[src/rtl/sdr_tg_pkg.sv]
// sdr_tg_pkg: shared state encoding and default constants for the SDRAM app traffic generator.
package sdr_tg_pkg;
   typedef enum logic [2:0] {IDLE, REQ, WDATA, RDATA, DONE} tg_state_e;
   localparam logic [31:0] TG_INC     = 32'h1;
   localparam int          TG_TIMEOUT = 1024;
endpackage

[src/rtl/sdr_app_traffic_gen_if.sv]
// sdr_app_traffic_gen_if: SDRAM controller application port; master = initiator, slave = controller.
interface sdr_app_traffic_gen_if #(
   parameter int APP_AW = 26,
   parameter int APP_DW = 32,
   parameter int APP_BW = 4,
   parameter int BL     = 9
);
   logic              app_req;
   logic [APP_AW-1:0] app_req_addr;
   logic [BL-1:0]     app_req_len;
   logic              app_req_wr_n;
   logic              app_req_ack;
   logic              app_busy_n;
   logic [APP_BW-1:0] app_wr_en_n;
   logic [APP_DW-1:0] app_wr_data;
   logic              app_wr_next_req;
   logic              app_last_wr;
   logic              app_rd_valid;
   logic              app_last_rd;
   logic [APP_DW-1:0] app_rd_data;
   modport master (
      output app_req, app_req_addr, app_req_len, app_req_wr_n, app_wr_en_n, app_wr_data,
      input  app_req_ack, app_busy_n, app_wr_next_req, app_last_wr, app_rd_valid, app_last_rd,
             app_rd_data
   );
   modport slave (
      input  app_req, app_req_addr, app_req_len, app_req_wr_n, app_wr_en_n, app_wr_data,
      output app_req_ack, app_busy_n, app_wr_next_req, app_last_wr, app_rd_valid, app_last_rd,
             app_rd_data
   );
endinterface

[src/rtl/sdr_tg_pattern.sv]
// sdr_tg_pattern: beat data pattern, seed + beat*INC modulo 2^DW.
module sdr_tg_pattern import sdr_tg_pkg::*; #(
   parameter int          DW  = 32,
   parameter int          BL  = 9,
   parameter logic [DW-1:0] INC = DW'(TG_INC)
) (
   input  logic [DW-1:0] seed_i,
   input  logic [BL-1:0] beat_i,
   output logic [DW-1:0] data_o
);
   assign data_o = seed_i + DW'(beat_i) * INC;
endmodule

[src/rtl/sdr_app_traffic_gen.sv]
// sdr_app_traffic_gen: one-burst-at-a-time initiator that writes a seeded pattern to the
// SDRAM controller app port and checks read bursts against the same pattern.
module sdr_app_traffic_gen import sdr_tg_pkg::*; #(
   parameter int              APP_AW  = 26,
   parameter int              APP_DW  = 32,
   parameter int              APP_BW  = 4,
   parameter int              BL      = 9,
   parameter logic [APP_DW-1:0] INC   = APP_DW'(TG_INC),
   parameter int              TIMEOUT = TG_TIMEOUT
) (
   input  logic                  wb_clk_i,
   input  logic                  wb_rst_i,
   input  logic                  cmd_valid,
   output logic                  cmd_ready,
   input  logic                  cmd_wr_n,
   input  logic [APP_AW-1:0]     cmd_addr,
   input  logic [BL-1:0]         cmd_len,
   input  logic [APP_DW-1:0]     cmd_seed,
   input  logic                  clr_stats,
   sdr_app_traffic_gen_if.master app,
   output logic                  done,
   output logic                  busy,
   output logic [15:0]           err_cnt,
   output logic                  proto_err,
   output logic                  timeout_err
);
   localparam int WW = $clog2(TIMEOUT);
   tg_state_e         state_q, state_d;
   logic              req_q, req_d, wr_n_q, wr_n_d;
   logic [APP_AW-1:0] addr_q, addr_d;
   logic [BL-1:0]     len_q, len_d, beat_q, beat_d;
   logic [APP_DW-1:0] seed_q, seed_d, wr_data_q, wpat, rpat;
   logic [APP_BW-1:0] wr_en_n_q;
   logic [WW-1:0]     wdog_q, wdog_d;
   logic [15:0]       err_q, err_d;
   logic              proto_q, proto_d, tmo_q, tmo_d, done_q, busy_q, ready_q;
   logic              last_beat, expired;
   sdr_tg_pattern #(.DW(APP_DW), .BL(BL), .INC(INC)) u_wpat (.seed_i(seed_q), .beat_i(beat_d), .data_o(wpat));
   sdr_tg_pattern #(.DW(APP_DW), .BL(BL), .INC(INC)) u_rpat (.seed_i(seed_q), .beat_i(beat_q), .data_o(rpat));
   assign last_beat = (beat_q + BL'(1)) == len_q;
   assign expired   = wdog_q == WW'(TIMEOUT - 1);
   always_comb begin
      state_d = state_q;
      req_d   = req_q;
      addr_d  = addr_q;
      len_d   = len_q;
      wr_n_d  = wr_n_q;
      seed_d  = seed_q;
      beat_d  = beat_q;
      wdog_d  = wdog_q + WW'(1);
      err_d   = err_q;
      proto_d = proto_q;
      tmo_d   = tmo_q;
      case (state_q)
         IDLE: begin
            wdog_d = '0;
            if (cmd_valid) begin
               addr_d  = cmd_addr;
               len_d   = cmd_len;
               wr_n_d  = cmd_wr_n;
               seed_d  = cmd_seed;
               beat_d  = '0;
               state_d = cmd_len == '0 ? DONE : REQ;
               req_d   = cmd_len != '0;
               proto_d = proto_q | (cmd_len == '0);
            end
         end
         REQ: begin
            if (app.app_req_ack) begin
               req_d   = 1'b0;
               wdog_d  = '0;
               state_d = wr_n_q ? RDATA : WDATA;
               // a write beat may already be consumed in the ack cycle
               if (!wr_n_q && app.app_wr_next_req) begin
                  beat_d  = beat_q + BL'(1);
                  proto_d = proto_q | (app.app_last_wr != last_beat);
                  state_d = last_beat ? DONE : WDATA;
               end
            end else if (expired) begin
               req_d   = 1'b0;
               tmo_d   = 1'b1;
               state_d = DONE;
            end
         end
         WDATA: begin
            if (app.app_wr_next_req) begin
               wdog_d  = '0;
               beat_d  = beat_q + BL'(1);
               proto_d = proto_q | (app.app_last_wr != last_beat);
               state_d = last_beat ? DONE : WDATA;
            end else if (expired) begin
               tmo_d   = 1'b1;
               state_d = DONE;
            end
         end
         RDATA: begin
            if (app.app_rd_valid) begin
               wdog_d  = '0;
               beat_d  = beat_q + BL'(1);
               err_d   = (app.app_rd_data != rpat && err_q != 16'hFFFF) ? err_q + 16'd1 : err_q;
               proto_d = proto_q | (app.app_last_rd != last_beat);
               state_d = last_beat ? DONE : RDATA;
            end else if (expired) begin
               tmo_d   = 1'b1;
               state_d = DONE;
            end
         end
         default: state_d = IDLE;
      endcase
      proto_d = proto_d | (app.app_rd_valid && (state_q == IDLE || state_q == REQ || state_q == WDATA));
      err_d   = clr_stats ? '0 : err_d;
      proto_d = proto_d & ~clr_stats;
      tmo_d   = tmo_d & ~clr_stats;
   end
   always_ff @(posedge wb_clk_i or posedge wb_rst_i) begin
      if (wb_rst_i) begin
         state_q   <= IDLE;
         req_q     <= 1'b0;
         addr_q    <= '0;
         len_q     <= '0;
         wr_n_q    <= 1'b0;
         seed_q    <= '0;
         beat_q    <= '0;
         wdog_q    <= '0;
         wr_data_q <= '0;
         wr_en_n_q <= '1;
         err_q     <= '0;
         proto_q   <= 1'b0;
         tmo_q     <= 1'b0;
         done_q    <= 1'b0;
         busy_q    <= 1'b0;
         ready_q   <= 1'b1;
      end else begin
         state_q   <= state_d;
         req_q     <= req_d;
         addr_q    <= addr_d;
         len_q     <= len_d;
         wr_n_q    <= wr_n_d;
         seed_q    <= seed_d;
         beat_q    <= beat_d;
         wdog_q    <= wdog_d;
         wr_data_q <= state_d == WDATA ? wpat : '0;
         wr_en_n_q <= state_d == WDATA ? '0 : '1;
         err_q     <= err_d;
         proto_q   <= proto_d;
         tmo_q     <= tmo_d;
         done_q    <= state_d == DONE;
         busy_q    <= state_d != IDLE;
         ready_q   <= state_d == IDLE;
      end
   end
   assign app.app_req      = req_q;
   assign app.app_req_addr = addr_q;
   assign app.app_req_len  = len_q;
   assign app.app_req_wr_n = wr_n_q;
   assign app.app_wr_en_n  = wr_en_n_q;
   assign app.app_wr_data  = wr_data_q;
   assign cmd_ready        = ready_q;
   assign done             = done_q;
   assign busy             = busy_q;
   assign err_cnt          = err_q;
   assign proto_err        = proto_q;
   assign timeout_err      = tmo_q;
endmodule

[src/flat_wrapper.sv]
// flat-port wrapper written by rule: the top's interface ports become plain ports
module sdr_app_traffic_gen_flat import sdr_tg_pkg::*;
#(
   parameter int              APP_AW  = 26,
   parameter int              APP_DW  = 32,
   parameter int              APP_BW  = 4,
   parameter int              BL      = 9,
   parameter logic [APP_DW-1:0] INC   = APP_DW'(TG_INC),
   parameter int              TIMEOUT = TG_TIMEOUT
)
  (wb_clk_i, wb_rst_i, cmd_valid, cmd_ready, cmd_wr_n, cmd_addr, cmd_len, cmd_seed, clr_stats, done, busy, err_cnt, proto_err, timeout_err, app_app_req, app_app_req_addr, app_app_req_len, app_app_req_wr_n, app_app_wr_en_n, app_app_wr_data, app_app_req_ack, app_app_busy_n, app_app_wr_next_req, app_app_last_wr, app_app_rd_valid, app_app_last_rd, app_app_rd_data);
  sdr_app_traffic_gen_if #(.APP_AW(APP_AW), .APP_DW(APP_DW), .APP_BW(APP_BW), .BL(BL)) app_i ();
  input  logic wb_clk_i;
  input  logic wb_rst_i;
  input  logic cmd_valid;
  output logic cmd_ready;
  input  logic cmd_wr_n;
  input  logic [APP_AW-1:0] cmd_addr;
  input  logic [BL-1:0] cmd_len;
  input  logic [APP_DW-1:0] cmd_seed;
  input  logic clr_stats;
  output logic done;
  output logic busy;
  output logic [15:0] err_cnt;
  output logic proto_err;
  output logic timeout_err;
  output wire logic [$bits(app_i.app_req)-1:0] app_app_req;
  output wire logic [$bits(app_i.app_req_addr)-1:0] app_app_req_addr;
  output wire logic [$bits(app_i.app_req_len)-1:0] app_app_req_len;
  output wire logic [$bits(app_i.app_req_wr_n)-1:0] app_app_req_wr_n;
  output wire logic [$bits(app_i.app_wr_en_n)-1:0] app_app_wr_en_n;
  output wire logic [$bits(app_i.app_wr_data)-1:0] app_app_wr_data;
  input wire logic [$bits(app_i.app_req_ack)-1:0] app_app_req_ack;
  input wire logic [$bits(app_i.app_busy_n)-1:0] app_app_busy_n;
  input wire logic [$bits(app_i.app_wr_next_req)-1:0] app_app_wr_next_req;
  input wire logic [$bits(app_i.app_last_wr)-1:0] app_app_last_wr;
  input wire logic [$bits(app_i.app_rd_valid)-1:0] app_app_rd_valid;
  input wire logic [$bits(app_i.app_last_rd)-1:0] app_app_last_rd;
  input wire logic [$bits(app_i.app_rd_data)-1:0] app_app_rd_data;
  assign app_app_req = app_i.app_req;
  assign app_app_req_addr = app_i.app_req_addr;
  assign app_app_req_len = app_i.app_req_len;
  assign app_app_req_wr_n = app_i.app_req_wr_n;
  assign app_app_wr_en_n = app_i.app_wr_en_n;
  assign app_app_wr_data = app_i.app_wr_data;
  assign app_i.app_req_ack = app_app_req_ack;
  assign app_i.app_busy_n = app_app_busy_n;
  assign app_i.app_wr_next_req = app_app_wr_next_req;
  assign app_i.app_last_wr = app_app_last_wr;
  assign app_i.app_rd_valid = app_app_rd_valid;
  assign app_i.app_last_rd = app_app_last_rd;
  assign app_i.app_rd_data = app_app_rd_data;
  sdr_app_traffic_gen #(.APP_AW(APP_AW), .APP_DW(APP_DW), .APP_BW(APP_BW), .BL(BL), .INC(INC), .TIMEOUT(TIMEOUT)) u_core (.wb_clk_i(wb_clk_i), .wb_rst_i(wb_rst_i), .cmd_valid(cmd_valid), .cmd_ready(cmd_ready), .cmd_wr_n(cmd_wr_n), .cmd_addr(cmd_addr), .cmd_len(cmd_len), .cmd_seed(cmd_seed), .clr_stats(clr_stats), .app(app_i), .done(done), .busy(busy), .err_cnt(err_cnt), .proto_err(proto_err), .timeout_err(timeout_err));
endmodule
[config.mk]
export PLATFORM = sky130hd
export DESIGN_NAME = sdr_app_traffic_gen_flat
export DESIGN_NICKNAME = d
export VERILOG_FILES = /design/src/rtl/sdr_tg_pkg.sv /design/src/rtl/sdr_app_traffic_gen_if.sv /design/src/rtl/sdr_tg_pattern.sv /design/src/rtl/sdr_app_traffic_gen.sv /design/src/flat_wrapper.sv
export SDC_FILE = /design/constraint.sdc
export NUM_CORES = 1
export LEC_CHECK = 0
export ABC_AREA = 0
export CAP_MARGIN = 10
export CORE_MARGIN = 1
export CORE_UTILIZATION = 40
export CTS_CLUSTER_DIAMETER = 60
export DETAILED_ROUTE_END_ITERATION = 12
export DONT_BUFFER_PORTS = 1
export GPL_TIMING_DRIVEN = 0
export PLACE_DENSITY_LB_ADDON = 0.1
export SLEW_MARGIN = 30
export SYNTH_ARGS = -nofsm -noshare
export SYNTH_HDL_FRONTEND = slang
export SYNTH_SLANG_ARGS = --single-unit
[constraint.sdc]
create_clock -name wb_clk_i -period 5.67 [get_ports wb_clk_i]
set_input_delay 1.134 -clock wb_clk_i [delete_from_list [all_inputs] [get_ports wb_clk_i]]
set_output_delay 1.134 -clock wb_clk_i [all_outputs]
set_load 0.02 [all_outputs]
Word level (Yosys, flattened, before mapping)
Index checks and enable logic that the tools add are counted.
{"block": "totals", "word_cells": 101, "ram_bits": 0, "n_memories": 0, "input_bits": 110, "out_inout_bits": 94, "latch_bits": 0, "romBits": 0, "register_bits": 148}
{"block": "op_classes", "shift": 0, "n_div": 0, "mux": 42, "mul": 0, "n_eq_ne": 13, "add_sub_neg": 5, "n_bitwise": 7, "order_cmp": 0, "reduce_logical": 18}
{"cell": "32-bit by 9-bit adder with 32-bit output", "n": 2}
{"cell": "16-bit two-way mux", "n": 4}
{"cell": "9-bit two-way mux", "n": 5}
{"cell": "10-bit one-hot mux with 4 select lines", "n": 1}
{"cell": "9-bit one-hot mux with 4 select lines", "n": 1}
{"cell": "32-bit two-way mux", "n": 1}
{"cell": "32-bit inequality test", "n": 1}
{"cell": "10-bit two-way mux", "n": 3}
{"cell": "3-bit two-way mux", "n": 9}
{"cell": "16-bit by 1-bit adder with 16-bit output (second input constant)", "n": 1}
{"cell": "16-bit inequality test (second input constant)", "n": 1}
{"cell": "1-bit two-way mux", "n": 13}
{"cell": "3-bit one-hot mux with 4 select lines", "n": 1}
{"cell": "10-bit by 1-bit adder with 10-bit output (second input constant)", "n": 1}
{"cell": "10-bit == test (second input constant)", "n": 1}
{"cell": "9-bit by 1-bit adder with 9-bit output (second input constant)", "n": 1}
{"cell": "3-bit by 2-bit == test with 1-bit output (second input constant)", "n": 3}
{"cell": "9-bit == test", "n": 1}
{"cell": "9-bit logical NOT", "n": 1}
{"cell": "9-bit nonzero test", "n": 1}
{"cell": "2-bit nonzero test", "n": 4}
{"cell": "3-bit logical NOT", "n": 2}
{"cell": "3-bit AND reduction", "n": 2}
{"cell": "4-bit two-way mux", "n": 1}
{"cell": "other kinds (16)", "n": 24}

Longest topological paths before layout
{"block": "depth", "depth_word": 9, "mapped_depth": 19, "mapped_depth_nobuf": 18}

By module
From an unflattened synthesis, not the netlist that was laid out.
{"block": "hier_totals", "hier_cells": 786, "area_unflattened_um2": 8358.0}
{"mod": "sdr_app_traffic_gen", "instances": 1, "cells_per_inst": 541, "area_each_um2": 6532.5}
{"mod": "sdr_tg_pattern (u_core.u_rpat)", "instances": 1, "cells_per_inst": 120, "area_each_um2": 917.1}
{"mod": "sdr_tg_pattern (u_core.u_wpat)", "instances": 1, "cells_per_inst": 125, "area_each_um2": 908.4}

Worst setup path before layout
No wires, ideal clock.
{"block": "synth_path", "path_kind": "input port to flip-flop", "startpoint": "input port app_app_req_ack", "endpoint": "register u_core.wr_data_q[12], in the netlist u_core.app.app_wr_data[12]", "setup_time_ps": 118, "required_ps": 5552, "cell_stages": 19, "setup_slack_ps": 1469, "t_arrival_ps": 4082, "n_path_buf": 1, "cell_sequence": "inv_1 -> nor2_1 -> a21oi_1 -> or2_2 -> and2_1 -> clkbuf_1 -> nor2_1 -> o21ai_0 -> o21ai_0 -> ha_1 -> nor2b_1 -> o21ai_0 -> a21oi_1 -> o211ai_1 -> a21boi_0 -> o21ai_1 -> or2_2 -> xor2_1 -> nor2_1"}
{"block": "synth_via", "elab_chain_cells": 4}
{"item": "start, declared", "line": "flat_wrapper.sv:33", "text": "input wire logic [$bits(app_i.app_req_ack)-1:0] app_app_req_ack;"}
{"item": "9-bit two-way mux", "line": "sdr_app_traffic_gen.sv:69", "text": "if (app.app_req_ack) begin"}
{"item": "9-bit one-hot mux with 4 select lines", "line": "sdr_app_traffic_gen.sv:54", "text": "case (state_q)"}
{"item": "named net u_core.beat_d[2]", "line": "sdr_app_traffic_gen.sv:31", "text": "logic [BL-1:0] len_q, len_d, beat_q, beat_d;"}
{"item": "32-bit by 9-bit adder with 32-bit output", "line": "sdr_tg_pattern.sv:11", "text": "assign data_o = seed_i + DW'(beat_i) * INC;"}
{"item": "32-bit two-way mux", "line": "sdr_app_traffic_gen.sv:142", "text": "wr_data_q <= state_d == WDATA ? wpat : '0;"}
{"item": "end signal, assigned", "line": "sdr_app_traffic_gen.sv:142"}
{"item": "end, declared", "line": "sdr_app_traffic_gen.sv:32", "text": "logic [APP_DW-1:0] seed_q, seed_d, wr_data_q, wpat, rpat;"}
The timed path passes the listed nets, and every way through them passes these cells.
A chain may end at the register's enable or synchronous reset.

Worst setup path after layout
{"block": "layout_path", "startpoint": "register u_core.state_q[2]", "endpoint": "register u_core.wr_data_q[12], in the netlist u_core.app.app_wr_data[12]"}
{"item": "start, declared", "line": "sdr_app_traffic_gen.sv:28", "text": "tg_state_e state_q, state_d;"}
{"item": "start signal, assigned", "line": "sdr_app_traffic_gen.sv:134", "text": "state_q <= state_d;"}
{"item": "3-bit by 2-bit == test with 1-bit output, or another cell as far along", "line": "sdr_app_traffic_gen.sv:54"}
{"item": "9-bit one-hot mux with 4 select lines *", "line": "sdr_app_traffic_gen.sv:54"}
{"item": "named net u_core.beat_d[2]", "line": "sdr_app_traffic_gen.sv:31"}
{"item": "32-bit by 9-bit adder with 32-bit output *", "line": "sdr_tg_pattern.sv:11"}
{"item": "32-bit two-way mux *", "line": "sdr_app_traffic_gen.sv:142"}
The timed path passes the listed nets; every way through them passes the cells marked *.

==> results.py <==
metrics = {
    "outcome": {
        "run_status": "completed",
    },
    "floorplanning": {
        "initial_cell_density_of_the_core_pct": 41.1,
        "placementRows": 52,
        "core_sq_um": 20400,
        "chipWidth_um": 147,
        "i_o_pin_total": 204,
        "fp.dieH_um": 147,
        "die_outline_area_sq_um": 21600,
    },
    "min_path": {
        "worstHoldPathType": "reg2reg",
    },
    "setup_path": {
        "crit_path_end_kind": "flip-flop",
        "critical_path_peak_fanout": 10,
        "crit_buf_inv": 2,
        "critPathTopFamily": "compound AO/OA/AOI/OAI gates",
        "timing.setup.critical_path_class": "reg2reg",
        "startpoint_class_of_the_critical_path": "flip-flop",
        "crit_path_cell_trace": "clkbuf_1 -> nor2_1 -> nand2_1 -> and2_1 -> clkbuf_1 -> nor2_1 -> o21ai_0 -> o21ai_0 -> ha_1 -> nor2b_1 -> o21ai_0 -> a21oi_1 -> o211ai_1 -> a21boi_0 -> o21ai_2 -> or2_2 -> xor2_1 -> nor2_1",
        "crit_slowest_cell": "o21ai_2",
        "timing.critical_path.required_ns": 5.98,
        "critical_path_arrival_ns": 4.96,
        "timing.critical_path.slowest_cell_delay_ns": 0.56,
    },
    "power_and_ir_drop": {
        "leakagePower_nw": 3.87,
        "powerDensity_nw_per_um2": 521,
        "max-vdd-ir-drop_mv": 0.233,
    },
    "timing": {
        "fin_clk_skew_ns": 0.00847,
        "min_period_ns": 4.65,
        "tightest_slew_ns": 0.804,
        "final_max_slew_viol_count": 0,
        "number_of_setup_violations_in_the_final_report": 0,
        "slew_headroom_pct": 45.9,
        "fmax_mhz": 215,
        "grt_setup_unrepaired": "false",
        "hold_violations": 0,
        "finalCritPeriodShare_pct": 82.0,
    },
    "cts": {
        "root_buffer": "clkbuf_16",
        "post_cts_resize_count": 0,
        "insertion_delay_ns": 0.42,
        "tritoncts_clock_tree": "done",
        "htree_levels": 4,
        "clk_pin_slew_ns": 0.06,
        "cts_inserted_buffers": 17,
        "clkSinkCount": 145,
        "cts_hold_repair.buffers": 0,
        "cts-root-to-sink-buffers": 2,
        "post_cts.repair.setup_buffers": 0,
    },
    "grt": {
        "first_pass_grt_wire_length_mm": 34.3,
        "first_global_vias": 6315,
        "antenna_found_initial": 0,
        "pin_count_of_the_biggest_net_entering_global_routing": 88,
        "grt.overflow.total": 0,
        "grt.total_usage_pct": 20.7,
    },
    "synthesis": {
        "syn-cell-area_sq_um": 8390,
        "syn-num-nets": 942,
        "number_of_synthesis_warnings": 0,
        "synthFlopType": "dfrtp_1",
        "synth_top_area_share_pct": 42.6,
        "number_of_synthesized_flops_with_an_enable_pin": 0,
        "post_synth.cell_area_avg_sq_um": 10.4,
        "ranking_of_synthesized_cells_by_area": "dfrtp_1 43%, mux2_2 9.1%, xnor2_1 5.7%",
        "yosysUniqueCellTypes": 74,
        "ys_seq_area_share_pct": 43.3,
        "netlist.top_cell.by_area": "dfrtp_1",
        "synth-async-reset-ratio_pct": 100,
        "synth.ff_latch_count": 145,
        "synth_cells": 807,
    },
    "route": {
        "detailedRoute.firstPassIterationCount": 5,
        "routed_via_density": 5.60,
        "detail_route.iter0.violations": 273,
        "count_of_nets_left_with_antenna_violations_after_detail_routing": 0,
        "wl_per_cell_um": 19.8,
        "detailroute.via_count": 6221,
        "drt-total-wl_mm": 22.0,
        "route.detailed.drc": 0,
    },
    "layout": {
        "sequential_cell_area_sq_um": 3630,
        "fillers": 1978,
        "post_route_cells_drive_above_1_share_pct": 20.6,
        "nets": 963,
        "multi_input_area_sq_um": 4480,
        "flow.area_growth_from_synthesis_pct": 11.4,
        "final_core_utilization_pct": 45.7,
        "final-instance-count-excl-fill": 1111,
        "antenna_cells_inserted": 0,
        "fin_area_sq_um": 9350,
    },
    "place": {
        "place.gp.congestion": 0.851,
        "io_buffers": 0,
        "placedInstanceArea_sq_um": 8780,
        "place.detailed.instances": 1079,
        "hpwl_mm": 16.8,
    },
    "run": {
        "maxCapViolations": 0,
    },
}
[cells in the final DEF (no fill, tap or decap), types with 6 or more instances in the layout]
master	Yosys	layout
o31ai_1	8	8
clkbuf_1	13	14
nand4_1	24	24
buf_2	16	16
dfrtp_1	143	143
inv_1	19	18
a21oi_1	31	31
nand2_1	48	48
xor2_1	35	35
nand2b_1	7	7
mux2_2	68	68
o211ai_1	6	6
nor3_1	17	16
clkbuf_16	0	17
nand3_1	32	32
a21o_1	11	11
o21ai_0	18	18
and3_1	11	11
nor3_2	6	7
nor2_1	83	83
ha_1	23	23
and4_1	9	9
nor2b_1	11	11
mux2_4	8	8
xnor2_1	55	55
[cell usage after synthesis (3+ instances only)]
cell type and count:
a211oi_1 3, nand3_1 32, a21o_1 11, a21oi_1 31
and4_1 9, nor2b_1 11, buf_2 16, or3_1 4
nor3b_1 3, o21ai_0 18, o22ai_1 4, o211ai_1 6
a31o_2 3, mux2_4 8, nor4_1 5, xor2_1 35
buf_4 4, nand2b_1 7, mux2_2 68, o31ai_1 8
and2_1 3, nor4b_1 4, or4_1 5, nor2_1 83
nor3_2 6, a31oi_1 4, inv_1 19, dfrtp_1 143
mux2i_1 3, nand4_1 24, and3_2 4, nand2_1 48
or2_2 4, nor3_1 17, ha_1 23, and3_1 11
clkbuf_1 13, xnor2_1 55, buf_6 3, o21a_1 5
[path summary, 6_finish.rpt]
path                                               end  cells after the start  slack (ns)               from
min reg2reg                           u_core.wdog_q[0]                      1        0.48   u_core.wdog_q[0]
min in group asynchronous  u_core.app.app_req_addr[21]                      1        0.57           wb_rst_i
max reg2reg                 u_core.app.app_wr_data[12]                     18        1.02  u_core.state_q[2]
min                                   u_core.wdog_q[0]                      1        0.48   u_core.wdog_q[0]
max                         u_core.app.app_wr_data[12]                     18        1.02  u_core.state_q[2]
max in group asynchronous             u_core.cmd_ready                      2        4.31           wb_rst_i
[layer usage]
layer	GRT usage, %	share of wire (%)	wire, um	vias to the layer above
li1	-	-	-	2917
met1	26.8	44	9720	3072
met2	33.6	48	10600	209
met3	5.19	5.8	1270	23
met4	6.88	1.7	380	0
met5	0	0	0	-
[area by class of cell]
class	instances	area share, %
plain buffers	40	2.38
clock inverters	12	1.15
clock buffers	20	4.89
multi-input cells	603	47.9
flip-flops and latches	145	38.8
inverters	19	0.843
repair buffers	2	0.375
well taps	270	3.61
[flip-flops by register name, indices dropped and copies added, names as in the netlist]
signal                   count
u_core.wdog_q               10
u_core.err_cnt              16
u_core.timeout_err           1
u_core.app.app_req           1
u_core.app.app_wr_data      32
u_core.app.app_wr_en_n       1
u_core.done                  1
u_core.cmd_ready             1
u_core.proto_err             1
u_core.beat_q                9
u_core.app.app_req_addr     26
u_core.busy                  1
u_core.app.app_req_wr_n      1
u_core.app.app_req_len       9
u_core.state_q               3
u_core.seed_q               32
[power by group]
part,total [mW],internal [mW],switching (mW)
logic,1.84,0.826,1.01
registers,1.95,1.39,0.559
clock network,1.08,0.628,0.454
[logic make-up (layout without fill, tap and decap cells)]
family,Yosys count,in the layout,share of synthesized area [%]
buffers and inverters,59,93,3.50
flip-flops,145,145,43.3
multiplexers,79,79,10.9
AO/OA/AOI/OAI,117,117,10.1
adder cells (fa/ha/maj),25,25,3.91
XOR/XNOR,92,92,9.93
AND/OR/NAND/NOR,290,290,18.4
[worst register-to-register path: cells and delay by family (launching register included)]
kind | cells | cell delay (ns)
AO/OA/AOI/OAI | 7 | 1.76
AND/OR/NAND/NOR | 7 | 1.32
buffers and inverters | 2 | 0.63
flip-flops | 1 | 0.34
adder cells (fa/ha/maj) | 1 | 0.33
XOR/XNOR | 1 | 0.15
[stage by stage]
| stage | TNS [ns] | total power [mW] | hold slack, ns | worst slack [ns] |
|---|---|---|---|---|
| floorplan | 0 | 3.32 | 0.455 | 0.645 |
| global placement | -114.43 | 3.75 | 0.470 | -0.818 |
| detailed placement | 0 | 3.81 | 0.476 | 0.419 |
| CTS | 0 | 4.92 | 0.484 | 0.728 |
| global route | 0 | 5.19 | 0.511 | 0.596 |
| finish | 0 | 4.87 | 0.480 | 1.02 |
No activity file was read; power rests on OpenSTA's default activity.
